[src/rtl/hub_pkg.sv]
`default_nettype none
// ============================================================================
// Module   : hub_pkg
// Purpose  : Shared types and defaults for the hub transmit arbiter slice.
//            arb_state_t  - arbiter FSM states
//            HUB_DATA_W   - default byte width (matches Transmitter din)
//            HUB_N_PORTS  - default number of requesting hub ports
// Revision : 1.0 - initial release
// ============================================================================
package hub_pkg;

  localparam int HUB_DATA_W  = 8;
  localparam int HUB_N_PORTS = 4;

  typedef enum logic [1:0] {
    IDLE      = 2'd0,
    WAIT_LOW  = 2'd1,
    WAIT_HIGH = 2'd2
  } arb_state_t;

endpackage
`default_nettype wire

[src/rtl/hub_tx_arbiter_if.sv]
`default_nettype none
// ============================================================================
// Module   : hub_tx_arbiter_if
// Purpose  : Bundles the per-port byte handshake and the Transmitter pins.
// Ports    : req_valid [N_PORTS]         port i has a byte pending
//            req_data  [N_PORTS*DATA_W]  port i byte at [i*DATA_W +: DATA_W]
//            req_ready [N_PORTS]         one-cycle consume pulse per port
//            din       [DATA_W]          byte to Transmitter
//            tr_start                    one-cycle launch pulse
//            tr_free                     Transmitter idle flag
// Modports : slave  - arbiter side
//            master - requesters + Transmitter side
// Revision : 1.0 - initial release
// ============================================================================
interface hub_tx_arbiter_if
  import hub_pkg::*;
#(
  parameter int N_PORTS = HUB_N_PORTS,
  parameter int DATA_W  = HUB_DATA_W
);

  logic [N_PORTS-1:0]        req_valid;
  logic [N_PORTS*DATA_W-1:0] req_data;
  logic [N_PORTS-1:0]        req_ready;
  logic [DATA_W-1:0]         din;
  logic                      tr_start;
  logic                      tr_free;

  modport slave (
    input  req_valid, req_data, tr_free,
    output req_ready, din, tr_start
  );

  modport master (
    output req_valid, req_data, tr_free,
    input  req_ready, din, tr_start
  );

endinterface
`default_nettype wire

[src/rtl/rr_picker.sv]
`default_nettype none
// ============================================================================
// Module   : rr_picker
// Purpose  : Combinational round-robin search. Returns the first asserted
//            request starting at (last+1) mod N_PORTS, wrapping around.
// Ports    : req     [N_PORTS]          request vector
//            last    [$clog2(N_PORTS)]  most recently granted port
//            gnt_idx [$clog2(N_PORTS)]  selected port (valid when any=1)
//            any                        at least one request present
// Revision : 1.0 - initial release
// ============================================================================
module rr_picker #(
  parameter int N_PORTS = 4
) (
  input  logic [N_PORTS-1:0]         req,
  input  logic [$clog2(N_PORTS)-1:0] last,
  output logic [$clog2(N_PORTS)-1:0] gnt_idx,
  output logic                       any
);

  localparam int IDX_W = $clog2(N_PORTS);

  // Scan offsets from farthest to nearest so the nearest hit after 'last'
  // is the one left standing.
  always_comb begin
    logic [IDX_W-1:0] w_pos;
    w_pos   = '0;
    gnt_idx = '0;
    any     = 1'b0;
    for (int k = N_PORTS; k >= 1; k--) begin
      w_pos = IDX_W'((int'(last) + k) % N_PORTS);
      if (req[w_pos]) begin
        gnt_idx = w_pos;
        any     = 1'b1;
      end
    end
  end

endmodule
`default_nettype wire

[src/rtl/hub_tx_arbiter.sv]
`default_nettype none
// ============================================================================
// Module   : hub_tx_arbiter
// Purpose  : Round-robin arbiter sharing one Transmitter UART among N_PORTS
//            hub ports. Grants a port, launches its byte with a tr_start
//            pulse, then follows tr_free low (frame started) and high
//            (frame done) before granting again.
// Ports    : clk       single clock, rising edge
//            reset     synchronous, active-high
//            bus       hub_tx_arbiter_if.slave (requests + Transmitter pins)
//            busy      arbiter not idle
//            cur_port  port of last/current grant
//            err       one-cycle pulse: tr_free never dropped after launch
// Revision : 1.0 - initial release
// ============================================================================
module hub_tx_arbiter
  import hub_pkg::*;
#(
  parameter int N_PORTS     = HUB_N_PORTS,
  parameter int DATA_W      = HUB_DATA_W,
  parameter int LOW_TIMEOUT = 4
) (
  input  logic                       clk,
  input  logic                       reset,
  hub_tx_arbiter_if.slave            bus,
  output logic                       busy,
  output logic [$clog2(N_PORTS)-1:0] cur_port,
  output logic                       err
);

  localparam int IDX_W  = $clog2(N_PORTS);
  localparam int TCNT_W = $clog2(LOW_TIMEOUT + 1);

  arb_state_t          r_state;
  logic [IDX_W-1:0]    r_last;
  logic [TCNT_W-1:0]   r_tcnt;
  logic [DATA_W-1:0]   r_din;
  logic [IDX_W-1:0]    r_cur_port;
  logic [N_PORTS-1:0]  r_req_ready;
  logic                r_tr_start;
  logic                r_busy;
  logic                r_err;

  logic [IDX_W-1:0]    w_gnt_idx;
  logic                w_any;
  logic [DATA_W-1:0]   w_port_data [N_PORTS];
  logic [DATA_W-1:0]   w_sel_data;
  logic [TCNT_W-1:0]   w_tcnt_next;

  rr_picker #(
    .N_PORTS (N_PORTS)
  ) u_picker (
    .req     (bus.req_valid),
    .last    (r_last),
    .gnt_idx (w_gnt_idx),
    .any     (w_any)
  );

  for (genvar gi = 0; gi < N_PORTS; gi++) begin : g_unpack
    assign w_port_data[gi] = bus.req_data[gi*DATA_W +: DATA_W];
  end

  assign w_sel_data  = w_port_data[w_gnt_idx];
  assign w_tcnt_next = r_tcnt + TCNT_W'(1);

  always_ff @(posedge clk) begin
    if (reset) begin
      r_state     <= IDLE;
      r_last      <= IDX_W'(N_PORTS - 1);
      r_tcnt      <= '0;
      r_din       <= '0;
      r_cur_port  <= '0;
      r_req_ready <= '0;
      r_tr_start  <= 1'b0;
      r_busy      <= 1'b0;
      r_err       <= 1'b0;
    end else begin
      // Pulse outputs default low; only the grant / timeout edges raise them.
      r_tr_start  <= 1'b0;
      r_req_ready <= '0;
      r_err       <= 1'b0;
      case (r_state)
        IDLE: begin
          // tr_free low here means the Transmitter is still finishing a
          // frame, so requests are left waiting.
          if (bus.tr_free && w_any) begin
            r_state     <= WAIT_LOW;
            r_tcnt      <= '0;
            r_din       <= w_sel_data;
            r_cur_port  <= w_gnt_idx;
            r_last      <= w_gnt_idx;
            r_tr_start  <= 1'b1;
            r_req_ready <= N_PORTS'(1) << w_gnt_idx;
            r_busy      <= 1'b1;
          end
        end
        WAIT_LOW: begin
          if (!bus.tr_free) begin
            r_state <= WAIT_HIGH;
          end else begin
            r_tcnt <= w_tcnt_next;
            if (w_tcnt_next == TCNT_W'(LOW_TIMEOUT)) begin
              r_err   <= 1'b1;
              r_busy  <= 1'b0;
              r_state <= IDLE;
            end
          end
        end
        WAIT_HIGH: begin
          if (bus.tr_free) begin
            r_state <= IDLE;
            r_busy  <= 1'b0;
          end
        end
        default: begin
          r_state <= IDLE;
          r_busy  <= 1'b0;
        end
      endcase
    end
  end

  assign bus.req_ready = r_req_ready;
  assign bus.din       = r_din;
  assign bus.tr_start  = r_tr_start;
  assign busy          = r_busy;
  assign cur_port      = r_cur_port;
  assign err           = r_err;

endmodule
`default_nettype wire

[src/flat_wrapper.sv]
// flat-port wrapper written by rule: the top's interface ports become plain ports
module hub_tx_arbiter_flat import hub_pkg::*;
#(
  parameter int N_PORTS     = HUB_N_PORTS,
  parameter int DATA_W      = HUB_DATA_W,
  parameter int LOW_TIMEOUT = 4
)
  (clk, reset, busy, cur_port, err, bus_req_valid, bus_req_data, bus_tr_free, bus_req_ready, bus_din, bus_tr_start);
  hub_tx_arbiter_if #(.N_PORTS(N_PORTS), .DATA_W(DATA_W)) bus_i ();
  input  logic clk;
  input  logic reset;
  output logic busy;
  output logic [$clog2(N_PORTS)-1:0] cur_port;
  output logic err;
  input wire logic [$bits(bus_i.req_valid)-1:0] bus_req_valid;
  input wire logic [$bits(bus_i.req_data)-1:0] bus_req_data;
  input wire logic [$bits(bus_i.tr_free)-1:0] bus_tr_free;
  output wire logic [$bits(bus_i.req_ready)-1:0] bus_req_ready;
  output wire logic [$bits(bus_i.din)-1:0] bus_din;
  output wire logic [$bits(bus_i.tr_start)-1:0] bus_tr_start;
  assign bus_i.req_valid = bus_req_valid;
  assign bus_i.req_data = bus_req_data;
  assign bus_i.tr_free = bus_tr_free;
  assign bus_req_ready = bus_i.req_ready;
  assign bus_din = bus_i.din;
  assign bus_tr_start = bus_i.tr_start;
  hub_tx_arbiter #(.N_PORTS(N_PORTS), .DATA_W(DATA_W), .LOW_TIMEOUT(LOW_TIMEOUT)) u_core (.clk(clk), .reset(reset), .bus(bus_i), .busy(busy), .cur_port(cur_port), .err(err));
endmodule
[config.mk]
export PLATFORM = sky130hd
export DESIGN_NAME = hub_tx_arbiter_flat
export DESIGN_NICKNAME = d
export VERILOG_FILES = /design/src/rtl/hub_pkg.sv /design/src/rtl/hub_tx_arbiter_if.sv /design/src/rtl/rr_picker.sv /design/src/rtl/hub_tx_arbiter.sv /design/src/flat_wrapper.sv
export SDC_FILE = /design/constraint.sdc
export NUM_CORES = 1
export LEC_CHECK = 0
export CORE_UTILIZATION = 44
export CTS_CLUSTER_DIAMETER = 150
export DETAILED_ROUTE_END_ITERATION = 7
export GPL_TIMING_DRIVEN = 0
export HOLD_SLACK_MARGIN = 0.05
export PLACE_DENSITY = 0.84
export SYNTH_ARGS = -nofsm -noshare
export SYNTH_HDL_FRONTEND = slang
export SYNTH_SLANG_ARGS = --single-unit
export TNS_END_PERCENT = 5
[constraint.sdc]
create_clock -name clk -period 3.9 [get_ports clk]
set_input_delay 0.39 -clock clk [delete_from_list [all_inputs] [get_ports clk]]
set_output_delay 0.39 -clock clk [all_outputs]
set_load 0.01 [all_outputs]
==> results.cfg, run 1 <==
[sta]
fmax_mhz = 515
drv_slew = 0
fin_ws_ns = 1.96
finalHoldViolCount = 0
setup_viol = 0
finClkSkew_ns = 0.00109
tightestPinTransition_ns = 0.453
slew_headroom_pct = 69.8
period_needed_ns = 1.94
tns_ns = 0
period_share_pct = 49.8
rsz0062_at_grt = false

[power]
fin_total_pwr_mw = 0.601
ir_worst_vdd_uv = 226
p_per_area_mw_per_mm2 = 324
cellLeakagePower_nw = 0.720

[cts]
clockRootBuffer = clkbuf_4
cts_tree = yes
cts-hold-fix-buffers = 0
postCtsSetupRepairBufs = 0
htreeDepth = 1
ctsLongestPathBuffers = 2
clock_latency_ns = 0.32
clock_sinks = 24
path_clk_slew_ns = 0.13
postCtsResizedCells = 0
cts_made_buffers = 3

[grt]
grt_pass1_wl_um = 4520
antenna_found_initial = 0
grt_pass1_vias = 1063
overflow = 0
grt_usage_pct = 21.4
grt_max_degree = 14

[floorplan]
die_area_mm2 = 0.00302
initial_core_util_pct = 48.0
rows = 18
io_pins = 56
die-height_um = 54.9
core_mm2 = 0.00257
fp.dieW_um = 54.9

[yosys]
syn_nets = 166
async_reset_ff_share_pct = 0
synthTopCellsByArea = dfxtp_1 39%, mux2i_1 15%, o221ai_2 9.7%, nand3b_1 5.5%, a21oi_1 2.4%
synth_area_per_cell_um2 = 9.86
yosysSeqAreaShare_pct = 39.0
yosys_warnings = 0
ys_types = 35
synthCells = 125
synth_edf_count = 0
synth_area_mm2 = 0.00123
ys.flop_type = dfxtp_1
synth_top_area_share_pct = 39.0
ys_ff_latch = 24
yosysTopAreaCell = dfxtp_1

[route]
routedWlPerCell_um = 13.7
wirelength_um = 2940
vias = 1153
drc = 0
viasPerCell = 5.39
first_pass_iters = 4
initialDrtViolationCount = 13
ant_nets = 0

[worst_setup_path]
worstPathMaxFanout = 10
startpoint_type = input pin
reg2reg_to = u_core.bus.din[3]$_SDFFE_PP0P_
crit_arrival_ns = 2.15
path_class = input pin to flop
required_ns = 4.11
crit_path_end_kind = flop
reg2reg_slack_ns = 2.19
r2r_start = u_core.r_last[1]$_SDFFE_PP1P_
reg2reg_depth = 7

[layout]
mostFrequentLayoutCells = 55 x clkdlybuf4s50_1, 24 x dfxtp_1, 18 x mux2i_1
drive_gt1_share_pct = 12.0
design_area_mm2 = 0.00186
layout_commonest_cell = clkdlybuf4s50_1
nNetsFinal = 226
instances_no_fill = 214
syn2layout_area_growth_pct = 50.7
antennaDiodeCount = 0

[place]
place_congestion = 0.726
dp.cells = 210
hpwl_um = 2220
place_area_mm2 = 0.00182
dp_worst_setup_slack_ns = 1.60
port_buffers = 55

[hold_path]
hold_path_class = flop to flop
min_from = u_core.r_tcnt[1]$_SDFFE_PP0P_
whs_endpoint = u_core.r_tcnt[1]$_SDFFE_PP0P_
holdPathStages = 2

[status]
status = finished clean

[flow_run]
max_cap_viol_count = 0
## stage by stage
step           hold slack (ns)  utilization (%)
3_5_place_dp             0.493             70.9
5_1_grt                  0.540             72.3
4_1_cts                  0.510             72.3
2_1_floorplan            0.467                -
3_3_place_gp             0.479             70.9
6_report                 0.509             72.3
## worst max path at each step
stage                                 from                             end  slack (ns)  cells past startpoint
after global routing      bus_req_valid[1]  u_core.bus.din[3]$_SDFFE_PP0P_        1.79                      7
final                     bus_req_valid[1]  u_core.bus.din[3]$_SDFFE_PP0P_        1.96                      7
after detailed placement  bus_req_valid[1]  u_core.bus.din[3]$_SDFFE_PP0P_        1.60                      7
after floorplan           bus_req_valid[1]  u_core.bus.din[2]$_SDFFE_PP0P_        2.33                      6
after CTS                 bus_req_valid[1]  u_core.bus.din[3]$_SDFFE_PP0P_        1.96                      7
after global placement    bus_req_valid[1]  u_core.bus.din[3]$_SDFFE_PP0P_        1.65                      7
## state kept, by name, summed over array words and instances, names as in the netlist
| register | cells |
|---|---|
| u_core.bus.din | 8 |
| u_core.bus.req_ready | 4 |
| u_core.bus.tr_start | 1 |
| u_core.busy | 1 |
| u_core.cur_port | 2 |
| u_core.err | 1 |
| u_core.r_last | 2 |
| u_core.r_state | 2 |
| u_core.r_tcnt | 3 |
## final cells by class
class,count,area (um^2)
plain buffers,8,41.3
clock buffers,4,36.3
fillers,207,711
inverters,3,11.3
multi-input cells,90,699
flip-flops and latches,24,480
well taps,30,37.5
repair buffers,55,551
## logic make-up after synthesis
| kind of cell | count (synthesis) | share of synthesized area (%) |
|---|---|---|
| mux | 18 | 14.6 |
| fa+ha+maj | 2 | 2.03 |
| xor+xnor | 2 | 1.42 |
| compound gates | 26 | 19.7 |
| flops | 24 | 39.0 |
| buf+inv | 11 | 4.26 |
| simple gates | 42 | 19.0 |
## where the power goes
group / total [mW] / switching (mW) / internal, mW / leakage [nW]
registers: 0.275 / 0.0109 / 0.264 / 0.197
logic: 0.189 / 0.0827 / 0.107 / 0.502
clock network: 0.137 / 0.0794 / 0.0572 / 0.0210
## cells in the mapped netlist, types with 3 or more instances
cell      count
nand2b_1      4
nand3b_1      9
buf_2         3
dfxtp_1      24
o221ai_2      8
nand2_1       7
nor3_1        3
mux2i_1      18
and3_1        3
nor2_1        7
o21ai_1       3
a21oi_1       6
## routing by layer
| metal | up-vias | routed length [um] | track usage, % | share of wire, % |
|---|---|---|---|---|
| li1 | 577 | - | - | - |
| met1 | 524 | 1270 | 25.4 | 43 |
| met2 | 48 | 1430 | 37.3 | 49 |
| met3 | 4 | 206 | 5.19 | 7.0 |
| met4 | 0 | 27 | 7.50 | 0.92 |
| met5 | - | 0 | 0 | 0 |
## critical path: stages
cell             delay, ns
clkdlybuf4s50_1       0.49
nor2_2                0.19
o22ai_1               0.11
a311oi_2              0.30
buf_4                 0.27
mux2i_1               0.27
o221ai_2              0.12
(Power assumes the default switching activity.)
==> run 2: changes to the inputs <==
--- a/config.mk
+++ b/config.mk
@@ -5,12 +5,12 @@
 export SDC_FILE = /design/constraint.sdc
 export NUM_CORES = 1
 export LEC_CHECK = 0
-export CORE_UTILIZATION = 44
+export CORE_UTILIZATION = 41
 export CTS_CLUSTER_DIAMETER = 150
 export DETAILED_ROUTE_END_ITERATION = 7
 export GPL_TIMING_DRIVEN = 0
 export HOLD_SLACK_MARGIN = 0.05
-export PLACE_DENSITY = 0.84
+export PLACE_DENSITY = 0.79
 export SYNTH_ARGS = -nofsm -noshare
 export SYNTH_HDL_FRONTEND = slang
 export SYNTH_SLANG_ARGS = --single-unit
==> constraint.sdc (replaced) <==
create_clock -name clk -period 1.9 [get_ports clk]
set_input_delay 0.19 -clock clk [delete_from_list [all_inputs] [get_ports clk]]
set_output_delay 0.19 -clock clk [all_outputs]
set_load 0.01 [all_outputs]
==> results.cfg, run 2 (synthesis results as in run 1) <==
[grt]
overflow = 0
grt_pass1_wl_um = 4930
grt_pass1_vias = 1142
grt_max_degree = 14
antenna_found_initial = 0
grt_usage_pct = 19.9

[sta]
finalHoldViolCount = 0
rsz0062_at_grt = false
fin_ws_ns = 0.139
tightestPinTransition_ns = 0.429
drv_slew = 0
finClkSkew_ns = 0.00249
setup_viol = 0
slew_headroom_pct = 71.3
period_share_pct = 92.7
period_needed_ns = 1.76
fmax_mhz = 568
holdWs_ns = 0.504

[floorplan]
initial_core_util_pct = 43.9
core_mm2 = 0.00281
die_area_mm2 = 0.00323
rows = 19
io_pins = 56
fp.dieW_um = 56.8
die-height_um = 56.8

[worst_setup_path]
crit_path_end_kind = flop
startpoint_type = input pin
required_ns = 2.10
critPathLaunch = bus_req_valid[1]
worstPathMaxFanout = 10
r2r_start = u_core.r_last[1]$_SDFFE_PP1P_
crit_arrival_ns = 1.97
reg2reg_slack_ns = 0.20
path_class = input pin to flop

[route]
routedWlPerCell_um = 14.1
wirelength_um = 3030
viasPerCell = 5.37
drc = 4
initialDrtViolationCount = 27
ant_nets = 0
first_pass_iters = 6
vias = 1155

[layout]
antennaDiodeCount = 0
largest_reg_flops = 8
fin_util_pct = 66.3
layout_commonest_cell = clkdlybuf4s50_1
nNetsFinal = 226
instances_no_fill = 215
drive_gt1_share_pct = 12.5
n_fill_cell = 228
syn2layout_area_growth_pct = 50.9
mostFrequentLayoutCells = 55 x clkdlybuf4s50_1, 24 x dfxtp_1, 18 x mux2i_1

[cts]
cts_tree = yes
ctsLongestPathBuffers = 2
path_clk_slew_ns = 0.13
htreeDepth = 1
cts_made_buffers = 3
clock_sinks = 24
clockRootBuffer = clkbuf_4
postCtsSetupRepairBufs = 0
clock_latency_ns = 0.31

[power]
ir_worst_vdd_uv = 273
p_per_area_mw_per_mm2 = 658
cellLeakagePower_nw = 0.723
fin_total_pwr_mw = 1.22

[place]
port_buffers = 55
dp_worst_setup_slack_ns = -0.204
dp.cells = 211
hpwl_um = 2330
place_congestion = 0.725

[flow_run]
max_cap_viol_count = 0

[hold_path]
hold_path_class = flop to flop
min_from = u_core.r_tcnt[1]$_SDFFE_PP0P_

[status]
violations = design-rule violations
status = complete, but fails checks
run 2: cell types whose count changed in the layout (fill, tap and decap cells not counted):
cell / before / now
clkbuf_2: 0 / 1
buf_1: 1 / 0
run 2: final cells by class:
type	instances	area [um^2]	share of cell area (%)
Timing Repair Buffer	55	551	29.6
Tap cell	31	38.8	2.09
Multi-Input combinational cell	90	699	37.6
Inverter	3	11.3	0.606
Buffer	8	42.5	2.29
Clock buffer	4	36.3	1.95
Sequential cell	24	480	25.8
run 2: metrics by stage:
step           TNS [ns]  cell area, um^2
2_1_floorplan         0             1230
3_3_place_gp      -1.58             1820
3_5_place_dp      -1.87             1820
4_1_cts               0             1860
5_1_grt               0             1860
6_report              0             1860
run 2: per-layer routing:
layer / track usage (%) / share of wire, %
met1: 22.2 / 43
met2: 35.5 / 48
met3: 5.07 / 8.1
met4: 8.71 / 1.6
met5: 0 / 0
run 2: power breakdown:
| part | switching, mW | total, mW | leakage (nW) | internal (mW) |
|---|---|---|---|---|
| Clock | 0.152 | 0.269 | 0.0210 | 0.117 |
| Combinational | 0.169 | 0.388 | 0.505 | 0.219 |
| Sequential | 0.0240 | 0.567 | 0.197 | 0.543 |
run 2: repair_timing:
item	CTS	global route
hold buffers	0	0
resized for setup	0	1
endpoints found under the setup margin	0	8
run 2: worst paths after layout:
| path | endpoint | cells after the start |
|---|---|---|
| min reg2reg | u_core.r_tcnt[1]$_SDFFE_PP0P_ | 2 |
| max | u_core.bus.din[6]$_SDFFE_PP0P_ | 7 |
| min | u_core.r_tcnt[1]$_SDFFE_PP0P_ | 2 |
| max reg2reg | u_core.bus.din[6]$_SDFFE_PP0P_ | 7 |
run 2: worst max-delay path: stages:
cell             delay [ns]
clkdlybuf4s50_1        0.48
nor2_2                 0.20
o22ai_1                0.12
a311oi_2               0.31
buf_4                  0.28
mux2i_1                0.28
o221ai_2               0.11
==> run 3: changes to the inputs <==
--- a/config.mk
+++ b/config.mk
@@ -11,6 +11,7 @@
 export GPL_TIMING_DRIVEN = 0
 export HOLD_SLACK_MARGIN = 0.05
 export PLACE_DENSITY = 0.79
+export REMOVE_ABC_BUFFERS = 1
 export SYNTH_ARGS = -nofsm -noshare
 export SYNTH_HDL_FRONTEND = slang
 export SYNTH_SLANG_ARGS = --single-unit
==> results.cfg, run 3 (synthesis results as in run 1) <==
[power]
switchingPower_mw = 0.346
p_per_area_mw_per_mm2 = 659
power.share.combinational_pct = 32.0
p_int_mw = 0.882
pwr-share-clk_pct = 21.6
cellLeakagePower_nw = 0.714
power_frac_seq_pct = 46.4
switching_share_pct = 28.2
fin_total_pwr_mw = 1.23
ir_worst_vdd_uv = 354

[route]
top_layer_used = met4
vias = 1132
wirelength_um = 2930
first_pass_iters = 6
wl_met2_um = 1430
initialDrtViolationCount = 26
viasPerCell = 5.42
routedWlPerCell_um = 14.0
drc = 6
met1_length_um = 1240
wl_met3_um = 230
ant_nets = 0

[place]
port_buffers = 55
place_congestion = 0.732
dp_worst_setup_slack_ns = -0.547
hpwl_um = 2180
dp.cells = 204

[sta]
fmax_mhz = 556
setup_viol = 0
period_share_pct = 94.7
fin_ws_ns = 0.100
drv_slew = 0
rsz0062_at_grt = false
slew_headroom_pct = 52.7
finalHoldViolCount = 0
finClkSkew_ns = 0.000720
period_needed_ns = 1.80
tightestPinTransition_ns = 0.707
holdWs_ns = 0.512

[floorplan]
initial_core_util_pct = 43.9
fp.dieW_um = 56.8
core_mm2 = 0.00281
die-height_um = 56.8
rows = 19
die_area_mm2 = 0.00323
io_pins = 56

[grt]
grt_pass1_vias = 1131
antenna_found_initial = 0
grt_pass1_wl_um = 4870
grt_usage_pct = 19.3
overflow = 0
grt_max_degree = 23

[hold_path]
hold_path_class = flop to flop

[worst_setup_path]
startpoint_type = input pin
worstPathMaxFanout = 12
crit_path_end_kind = flop
crit_arrival_ns = 2.00
path_class = input pin to flop
required_ns = 2.11

[cts]
cts_made_buffers = 3
clock_sinks = 24
clockRootBuffer = clkbuf_4
path_clk_slew_ns = 0.12
ctsLongestPathBuffers = 2
cts_tree = yes
clock_latency_ns = 0.31
cts-hold-fix-buffers = 0
htreeDepth = 1

[flow_run]
max_cap_viol_count = 0

[status]
status = complete, but fails checks
violations = design-rule violations

[layout]
nNetsFinal = 220
mostFrequentLayoutCells = 55 x clkdlybuf4s50_1, 24 x dfxtp_1, 18 x mux2i_1
largest_reg_flops = 8
layout_commonest_cell = clkdlybuf4s50_1
antennaDiodeCount = 0
drive_gt1_share_pct = 12.4
n_fill_cell = 223
instances_no_fill = 209
syn2layout_area_growth_pct = 51.3
==> run 3: path summary, 6_finish.rpt <==
| kind | start | end | slack [ns] | cells after the start |
|---|---|---|---|---|
| max | bus_req_valid[1] | u_core.bus.din[5]$_SDFFE_PP0P_ | 0.10 | 7 |
| max reg2reg | u_core.r_state[1]$_SDFFE_PP0P_ | u_core.bus.din[5]$_SDFFE_PP0P_ | 0.14 | 5 |
| min reg2reg | u_core.r_tcnt[1]$_SDFFE_PP0P_ | u_core.r_tcnt[1]$_SDFFE_PP0P_ | 0.51 | 2 |
| min | u_core.r_tcnt[1]$_SDFFE_PP0P_ | u_core.r_tcnt[1]$_SDFFE_PP0P_ | 0.51 | 2 |
==> run 3: worst max-delay path, stage by stage <==
cell and delay, ns:
clkdlybuf4s50_1 0.52, nor2_2 0.23, o22ai_1 0.15, a311oi_4 0.30, buf_8 0.21, mux2i_1 0.28, o221ai_2 0.12
==> run 3: what timing repair did <==
action                                  in CTS  in global routing
resized for setup                            3                  1
pin swaps                                    1                  0
endpoints found under the setup margin       8                  8
setup buffers                                1                  0
==> run 3: area by class of cell <==
cell class              count  area, um^2  share of cell area (%)
clock buffers               4        36.3                    1.95
inverters                   3        11.3                   0.604
multi-input cells          90         724                    38.9
flip-flops and latches     24         480                    25.8
well taps                  31        38.8                    2.08
repair buffers             57         573                    30.7
==> run 3: per-stage QoR <==
step	util, %	instance area (um^2)	TNS, ns
final	66.5	1860	0
after global routing	66.5	1860	0
after CTS	66.2	1860	0
after detailed placement	64.4	1810	-5.59
after global placement	63.5	1780	-15.22
after floorplan	-	1190	-4.31
==> run 3: per-layer routing <==
metal  global-route usage [%]  up-vias
met5                        0        -
met4                     8.71        0
met3                     6.22        4
met2                     33.2       50
met1                     21.8      512
li1                         -      566
==> run 3: power groups by stage <==
stage / Clock (mW) / Sequential [mW] / Combinational, mW
floorplan: 0 / 0.591 / 0.178
global placement: 0 / 0.578 / 0.366
detailed placement: 0 / 0.580 / 0.384
CTS: 0.275 / 0.569 / 0.393
global route: 0.294 / 0.574 / 0.425
finish: 0.265 / 0.570 / 0.393
